[config.mk]
export PLATFORM = sky130hd
export DESIGN_NAME = fetch_unit
export DESIGN_NICKNAME = d
export VERILOG_FILES = /design/src/rtl/riscv_pkg.sv /design/src/rtl/pc_reg.sv /design/src/rtl/fetch_unit.sv
export SDC_FILE = /design/constraint.sdc
export NUM_CORES = 1
export LEC_CHECK = 0
export BUFFER_PORTS_ARGS = -buffer_cell sky130_fd_sc_hd__clkbuf_2
export CORE_MARGIN = 3
export CORE_UTILIZATION = 56
export DETAILED_ROUTE_END_ITERATION = 16
export PLACE_DENSITY_LB_ADDON = 0.1
export REMOVE_ABC_BUFFERS = 1
export SYNTH_ARGS = -nofsm -noshare
export SYNTH_HDL_FRONTEND = slang
export SYNTH_SLANG_ARGS = --single-unit
[constraint.sdc]
create_clock -name clk -period 6.3 [get_ports clk]
set_clock_uncertainty 0.1 [all_clocks]
set_input_delay 0.63 -clock clk [delete_from_list [all_inputs] [get_ports clk]]
set_output_delay 0.63 -clock clk [all_outputs]
set_load 0.01 [all_outputs]
[src/rtl/riscv_pkg.sv]
// Shared types and constants for the instruction fetch path.
package riscv_pkg;

  typedef enum logic [1:0] {
    ST_IDLE = 2'd0,
    ST_REQ  = 2'd1,
    ST_WAIT = 2'd2,
    ST_HOLD = 2'd3
  } fetch_state_t;

  localparam int          INSTR_WIDTH      = 32;
  localparam logic [31:0] RESET_PC_DEFAULT = 32'h0000_0000;
  localparam int          PC_STEP          = 4;

endpackage

[src/rtl/pc_reg.sv]
// Program counter: async reset, word-aligned load with priority over increment.
module pc_reg
  import riscv_pkg::*;
#(
  parameter int               WIDTH    = 32,
  parameter logic [WIDTH-1:0] RESET_PC = '0
) (
  input  logic             clk,
  input  logic             rst,
  input  logic             load,
  input  logic [WIDTH-1:0] load_val,
  input  logic             inc,
  output logic [WIDTH-1:0] pc
);

  always_ff @(posedge clk or posedge rst) begin
    if (rst) begin
      pc <= RESET_PC;
    end else if (load) begin
      pc <= load_val & ~WIDTH'(3);
    end else if (inc) begin
      pc <= pc + WIDTH'(PC_STEP);
    end
  end

endmodule

[src/rtl/fetch_unit.sv]
// Instruction fetch stage: one imem read per controller request, IR held until ack.
// state | meaning
// IDLE  | no fetch in flight, waiting for fetch_req
// REQ   | imem_req_valid high at pc, waiting for imem_req_ready
// WAIT  | request accepted, waiting for imem_rsp_valid
// HOLD  | instr/instr_pc/fetch_fault valid until instr_ack
module fetch_unit
  import riscv_pkg::*;
#(
  parameter int               WIDTH    = 32,
  parameter logic [WIDTH-1:0] RESET_PC = '0
) (
  input  logic                   clk,
  input  logic                   rst,
  input  logic                   fetch_req,
  input  logic                   instr_ack,
  input  logic                   pc_load,
  input  logic [WIDTH-1:0]       pc_load_val,
  output logic                   instr_valid,
  output logic [INSTR_WIDTH-1:0] instr,
  output logic [WIDTH-1:0]       instr_pc,
  output logic                   fetch_fault,
  output logic                   busy,
  output logic                   imem_req_valid,
  input  logic                   imem_req_ready,
  output logic [WIDTH-1:0]       imem_addr,
  input  logic                   imem_rsp_valid,
  input  logic [INSTR_WIDTH-1:0] imem_rsp_data,
  input  logic                   imem_rsp_err
);

  fetch_state_t     state;
  logic [WIDTH-1:0] pc;
  logic             redirect_pend;
  logic [WIDTH-1:0] redirect_pc;
  logic             pc_ld;
  logic [WIDTH-1:0] pc_ld_val;
  logic             pc_inc;
  logic             rsp_take;

  assign rsp_take = (state == ST_WAIT) && imem_rsp_valid;

  // A redirect seen mid-transaction waits for the response, then replaces pc+4.
  always_comb begin
    pc_ld     = 1'b0;
    pc_ld_val = pc_load ? pc_load_val : redirect_pc;
    pc_inc    = 1'b0;
    if ((state == ST_IDLE || state == ST_HOLD) && pc_load) begin
      pc_ld = 1'b1;
    end else if (rsp_take) begin
      pc_ld  = pc_load || redirect_pend;
      pc_inc = !(pc_load || redirect_pend);
    end
  end

  pc_reg #(.WIDTH(WIDTH), .RESET_PC(RESET_PC)) u_pc_reg (
    .clk      (clk),
    .rst      (rst),
    .load     (pc_ld),
    .load_val (pc_ld_val),
    .inc      (pc_inc),
    .pc       (pc)
  );

  always_ff @(posedge clk or posedge rst) begin
    if (rst) begin
      state         <= ST_IDLE;
      instr         <= '0;
      instr_pc      <= '0;
      fetch_fault   <= 1'b0;
      redirect_pend <= 1'b0;
      redirect_pc   <= '0;
    end else begin
      case (state)
        ST_IDLE: begin
          if (fetch_req) state <= ST_REQ;
        end
        ST_REQ: begin
          if (pc_load) begin
            redirect_pend <= 1'b1;
            redirect_pc   <= pc_load_val;
          end
          if (imem_req_ready) state <= ST_WAIT;
        end
        ST_WAIT: begin
          if (imem_rsp_valid) begin
            if (pc_load || redirect_pend) begin
              redirect_pend <= 1'b0;
              state         <= ST_REQ;
            end else begin
              instr       <= imem_rsp_err ? '0 : imem_rsp_data;
              instr_pc    <= pc;
              fetch_fault <= imem_rsp_err;
              state       <= ST_HOLD;
            end
          end else if (pc_load) begin
            redirect_pend <= 1'b1;
            redirect_pc   <= pc_load_val;
          end
        end
        ST_HOLD: begin
          if (instr_ack) state <= fetch_req ? ST_REQ : ST_IDLE;
        end
        default: state <= ST_IDLE;
      endcase
    end
  end

  assign instr_valid    = (state == ST_HOLD);
  assign busy           = (state == ST_REQ) || (state == ST_WAIT);
  assign imem_req_valid = (state == ST_REQ);
  assign imem_addr      = pc;

endmodule

**Yosys cells after proc, flatten, opt, wreduce, memory -nomap -nowiden**

Index checks and enable logic that the tools add are counted.

- Flip-flop bits (word level): 132
- Output and inout bits: 100
- Word-level logic and storage cells: 52

- $add $sub $neg: 1
- Eq/ne operators: 9
- Muxes and demuxes: 21
- Bitwise operators: 1
- Reductions and logical operators: 13

Operators by type and width:

| operator | number |
|---|---|
| $mux W32 | 5 |
| $pmux W32 S2 | 1 |
| $add A32 B3 Y32 const B | 1 |
| $mux W2 | 5 |
| $mux W1 | 8 |
| $ne A2 B2 Y1 const B | 4 |
| $pmux W2 S4 | 1 |
| $eq A2 B2 Y1 const B | 2 |
| $reduce_and A2 Y1 | 2 |
| $reduce_and A4 Y1 | 1 |
| $reduce_bool A2 Y1 | 2 |
| $logic_or A1 B1 Y1 | 3 |
| $ne A3 B2 Y1 const B | 1 |
| $reduce_and A3 Y1 | 1 |
| $eq A2 B1 Y1 const B | 1 |
| $logic_and A1 B1 Y1 | 2 |
| $logic_not A2 Y1 | 1 |
| $ne A2 B1 Y1 const B | 1 |
| $pmux W1 S2 | 1 |
| $logic_not A1 Y1 | 1 |
| $not A1 Y1 | 1 |

**Logic depth before layout (Yosys ltp)**

- Depth in word-level cells: 6
- Mapped depth: 9

**Cells and area by module**

A second synthesis with hierarchy kept.

- Cell total of the unflattened synthesis: 540
- Area, all modules: 6377.4 um^2

Modules (own cells, without submodules):

| module | times used | cells each | area each (um^2) | seq. area each (um^2) |
|---|---|---|---|---|
| fetch_unit | 1 | 343 | 4589.4 | 2502.4 |
| pc_reg | 1 | 197 | 1788.0 | 750.7 |

**Worst setup path after synthesis**

Ideal clock, no wire load.

- Kind: input to register
- Start: in pc_load
- End: reg instr_pc[5]
- Arrival: 2.043 ns
- Data required time: 6.135 ns
- Path slack: 4.091 ns
- Cell stages on the path: 8
- Path buffers: 4
- Cell sequence: buf_2 -> nor3b_1 -> and2_1 -> clkbuf_1 -> buf_2 -> buf_1 -> nand2_1 -> nand2_1

- Cells in the longest elaborated chain, start to end: 3

RTL lines:

| element | line | source |
|---|---|---|
| from (decl) | fetch_unit.sv:17 | `input logic pc_load,` |
| $logic_or A1 B1 Y1 | fetch_unit.sv:87 | `if (pc_load \|\| redirect_pend) begin` |
| $not A1 Y1 (no source line) | n/a |  |
| $reduce_and A3 Y1 (no source line) | n/a |  |
| to (signal assigned) | fetch_unit.sv:92 | `instr_pc <= pc;` |
| to (decl) | fetch_unit.sv:21 | `output logic [WIDTH-1:0] instr_pc,` |

No other way between the ends.
A chain may end at the register's enable or synchronous reset.

**Worst setup path in the final report**

- Start: reg state[0]
- End: reg u_pc_reg.pc[19]

- Cells in the longest elaborated chain, start to end: 5

RTL lines:

| element | line | source |
|---|---|---|
| from (decl) | fetch_unit.sv:32 | `fetch_state_t state;` |
| from (signal assigned) | fetch_unit.sv:102 | `if (instr_ack) state <= fetch_req ? ST_REQ : ST_IDLE;` |
| $eq A2 B2 Y1, or another cell as far along | fetch_unit.sv:41 | `assign rsp_take = (state == ST_WAIT) && imem_rsp_valid;` |
| $logic_and A1 B1 Y1 or $logic_or A1 B1 Y1 (tied branches) | fetch_unit.sv:41, fetch_unit.sv:48 |  |
| $mux W1 or $logic_and A1 B1 Y1 (tied branches) | fetch_unit.sv:50, fetch_unit.sv:48 |  |
| $mux W1 | fetch_unit.sv:48 | `if ((state == ST_IDLE \|\| state == ST_HOLD) && pc_load) begin` |
| $mux W32 or $reduce_bool A2 Y1 (tied branches) | n/a |  |
| to (signal assigned) | pc_reg.sv:20 | `pc <= load_val & ~WIDTH'(3);` |
| to (signal assigned) | pc_reg.sv:22 | `pc <= pc + WIDTH'(PC_STEP);` |
| to (decl) | pc_reg.sv:13 | `output logic [WIDTH-1:0] pc` |

Several ways; a longest one is shown, not always the timed one.

==> run_results.csv <==
group,metric,value,unit
status,outcome,"complete, no violations",
synthesis,synthAdderAreaFrac,0.0124,
clocking,numCtsBuffers,17,
global_route,track_usage,0.264,
synthesis,async_flop_share,1.00,
synthesis,ys_ff_latch,126,
placement,placed_cells,890,
final_layout,nets,851,
synthesis,seq_area_frac_synth,0.520,
synthesis,yosys_most_used_dff,"dfrtp_1",
floorplan,placeableCoreArea,0.0104,mm2
worst_setup_path,arrival,3.45,ns
drt,drt-pass1-iter-count,5,
synthesis,synthSimpleGateAreaFrac,0.240,
global_route,grt_first_pass_wirelength,24.6,mm
global_route,grt_overflow_total,0,
timing,worst_slew_pin_slew,1.05,ns
timing,rsz0062_at_grt,"no",
worst_setup_path,cp_max_fo,100,
global_route,grt_pass1_vias,4920,
synthesis,yosys_warnings,0,
synthesis,synth_top_area_frac,0.520,
timing,setup_tns,0,ns
synthesis,ys_types,48,
final_layout,instances_no_fill,920,
worst_setup_path,worstPathRequired,6.63,ns
clocking,hold_buffers,0,
run,drv_cap,0,
floorplan,io_pins,172,
drt,drt_iter0_drc,414,
clocking,cts_tree,"yes",
synthesis,synth_top_cell_by_area,"dfrtp_1",
timing,fin_crit_sh,0.495,
drt,postRouteAntennaNets,0,
worst_setup_path,end_kind,"register",
clocking,htree_levels,4,
global_route,top_usage_layer,"met2",
synthesis,synth-compound-area-share,0.0904,
clocking,clock-sinks,126,
final_layout,post-route-util,0.720,
synthesis,synthXorXnorAreaFrac,0.0145,
final_layout,num_antenna_cells,0,
floorplan,die_area,0.0121,mm2
synthesis,synth_top_family_by_area,"simple AND/OR/NAND/NOR gates",
final_layout,regMostFlops,"instr",
worst_setup_path,path_buf_inv,1,
synthesis,synth_common_cells,"nand2_1 (176), dfrtp_1 (126), mux2_2 (32), nand3b_1 (32), clkbuf_1 (31)",
clocking,root_buffer,"clkbuf_8",
clocking,insertion_delay,0.53,ns
timing,fmax,0.320,GHz
worst_setup_path,critical_path_class,"reg -> reg",
hold_path,min_path_type,"in -> async",
synthesis,syn_inst,623,
final_layout,largest_reg_flops,32,
global_route,grtUsageMet3,0.0670,
floorplan,rows,37,
floorplan,start_util,0.582,
power,pwr_density_cell,504,mW/mm2
worst_setup_path,critical_path.cell_chain,"inv_1 > ha_1 > nor3b_1 > nand2_4 > or4_1 > o211ai_1",
final_layout,layout-drive-gt1-share,0.306,
global_route,use_met2,0.429,
clocking,post_cts.repair.setup_buffers,0,
clocking,cts.clk_slew.worst_paths,0.06,ns
global_route,gr-usage-met1,0.350,
power,leakage,3.94,nW
drt,vias,5172,
synthesis,avgSynthCellArea,9.73,um2
timing,slew_violations,0,
placement,gp_congestion,0.789,
timing,hold_viol,0,
global_route,grt_max_degree,101,
drt,wire_per_inst,16.8,um
drt,viasPerCell,5.62,
worst_setup_path,cp_slowest_cell,"or4_1",
clocking,cts_resized,0,
placement,pre_cts_ws,2.96,ns
synthesis,synth_mux_area_frac,0.0859,
clocking,clock_path_buffers,2,
drt,post-route-drc-count,0,
worst_setup_path,crit_path_max_incr_delay,0.73,ns
synthesis,synth-edff-count,0,
final_layout,area_delta_synth_final,23.7,%
worst_setup_path,start_kind,"register",
floorplan,die_y,110,um
placement,hpwl,10.1,mm
placement,io_buffers,165,
timing,slew_headroom,0.300,
synthesis,yosysMostFrequentCell,"nand2_1",
worst_setup_path,crit_family,"simple AND/OR/NAND/NOR gates",
timing,setup_viol,0,
drt,drt-total-wl,15.5,mm
power,irDropWorstVdd,0.357,mV
timing,fin_crit,3.12,ns
synthesis,ys_top_cells_by_area,"dfrtp_1 (52%), nand2_1 (11%), mux2_2 (5.9%)",
floorplan,die_w,110,um
timing,timing.final.ws_setup,3.18,ns
global_route,antenna_found_initial,0,
synthesis,syn_area,0.00606,mm2
==> layer usage <==
| metal | vias to the layer above | wire [um] | share of wire |
|---|---|---|---|
| li1 | 2456 | - | - |
| met1 | 2483 | 6650 | 0.43 |
| met2 | 215 | 7380 | 0.48 |
| met3 | 18 | 1260 | 0.081 |
| met4 | 0 | 178 | 0.012 |
| met5 | - | 0 | 0 |
==> final timing paths <==
path                                           start                          end  cells after the start  slack (ns)
worst max-delay path            state[0]$_DFFE_PP0P_  u_pc_reg.pc[19]$_DFFE_PP0P_                      6        3.18
worst min-delay path                             rst        instr[10]$_DFFE_PP0P_                      2        0.11
worst max register to register  state[0]$_DFFE_PP0P_  u_pc_reg.pc[19]$_DFFE_PP0P_                      6        3.18
worst min register to register  instr[5]$_DFFE_PP0P_         instr[5]$_DFFE_PP0P_                      2        0.37
max in group asynchronous                        rst  redirect_pc[16]$_DFFE_PP0P_                      3        4.61
min in group clk                   imem_rsp_data[23]        instr[23]$_DFFE_PP0P_                      3        0.24
==> area by class of cell <==
type,count,area [um2]
well taps,136,170
flip-flops and latches,126,3150
clock inverters,7,87.6
clock buffers,23,467
multi-input cells,447,2710
repair buffers,171,871
inverters,10,40.0
fillers,788,2920
==> where the power goes <==
group	leakage, nW	total [mW]	switching [mW]	internal [mW]
clock	0.274	0.911	0.325	0.586
combinational	2.06	1.33	0.737	0.593
sequential	1.61	1.53	0.349	1.19
total	3.94	3.78	1.41	2.36
==> cells by family after synthesis <==
| family | Yosys count |
|---|---|
| simple gates | 294 |
| flops | 126 |
| compound gates | 85 |
| buf+inv | 53 |
| mux | 48 |
| xor+xnor | 10 |
| fa+ha+maj | 6 |
| other cells | 1 |
==> cell usage in the layout, fill, tap and decap left out, drive strengths merged, types with 3 or more instances in the layout <==
master / Yosys / routed
xor2: 8 / 8
a21oi: 22 / 22
and4: 3 / 3
ha: 6 / 6
nand3: 22 / 22
and3: 14 / 14
o22ai: 6 / 6
clkbuf: 31 / 188
nor3: 4 / 4
nor4: 4 / 4
a221oi: 4 / 4
clkinv: 1 / 5
a31oi: 3 / 3
nand3b: 32 / 32
a22oi: 5 / 5
a221o: 3 / 3
mux2: 32 / 32
conb: 1 / 4
or4: 5 / 5
a21o: 3 / 3
o221ai: 8 / 8
inv: 9 / 9
nand2: 176 / 176
buf: 12 / 6
o211ai: 3 / 3
dfrtp: 126 / 126
nand4: 10 / 10
mux2i: 16 / 16
nor2: 18 / 18
o21ai: 20 / 20
==> per-stage QoR <==
stage	total power [mW]	hold slack (ns)	instance area (um2)
2_1_floorplan	2.28	0.372	5890
3_3_place_gp	2.80	0.348	6940
3_5_place_dp	2.86	0.358	6940
4_1_cts	3.80	0.116	7490
5_1_grt	4.04	0.148	7490
6_report	3.78	0.110	7490
Note: power is estimated with default switching activity, not from simulation.
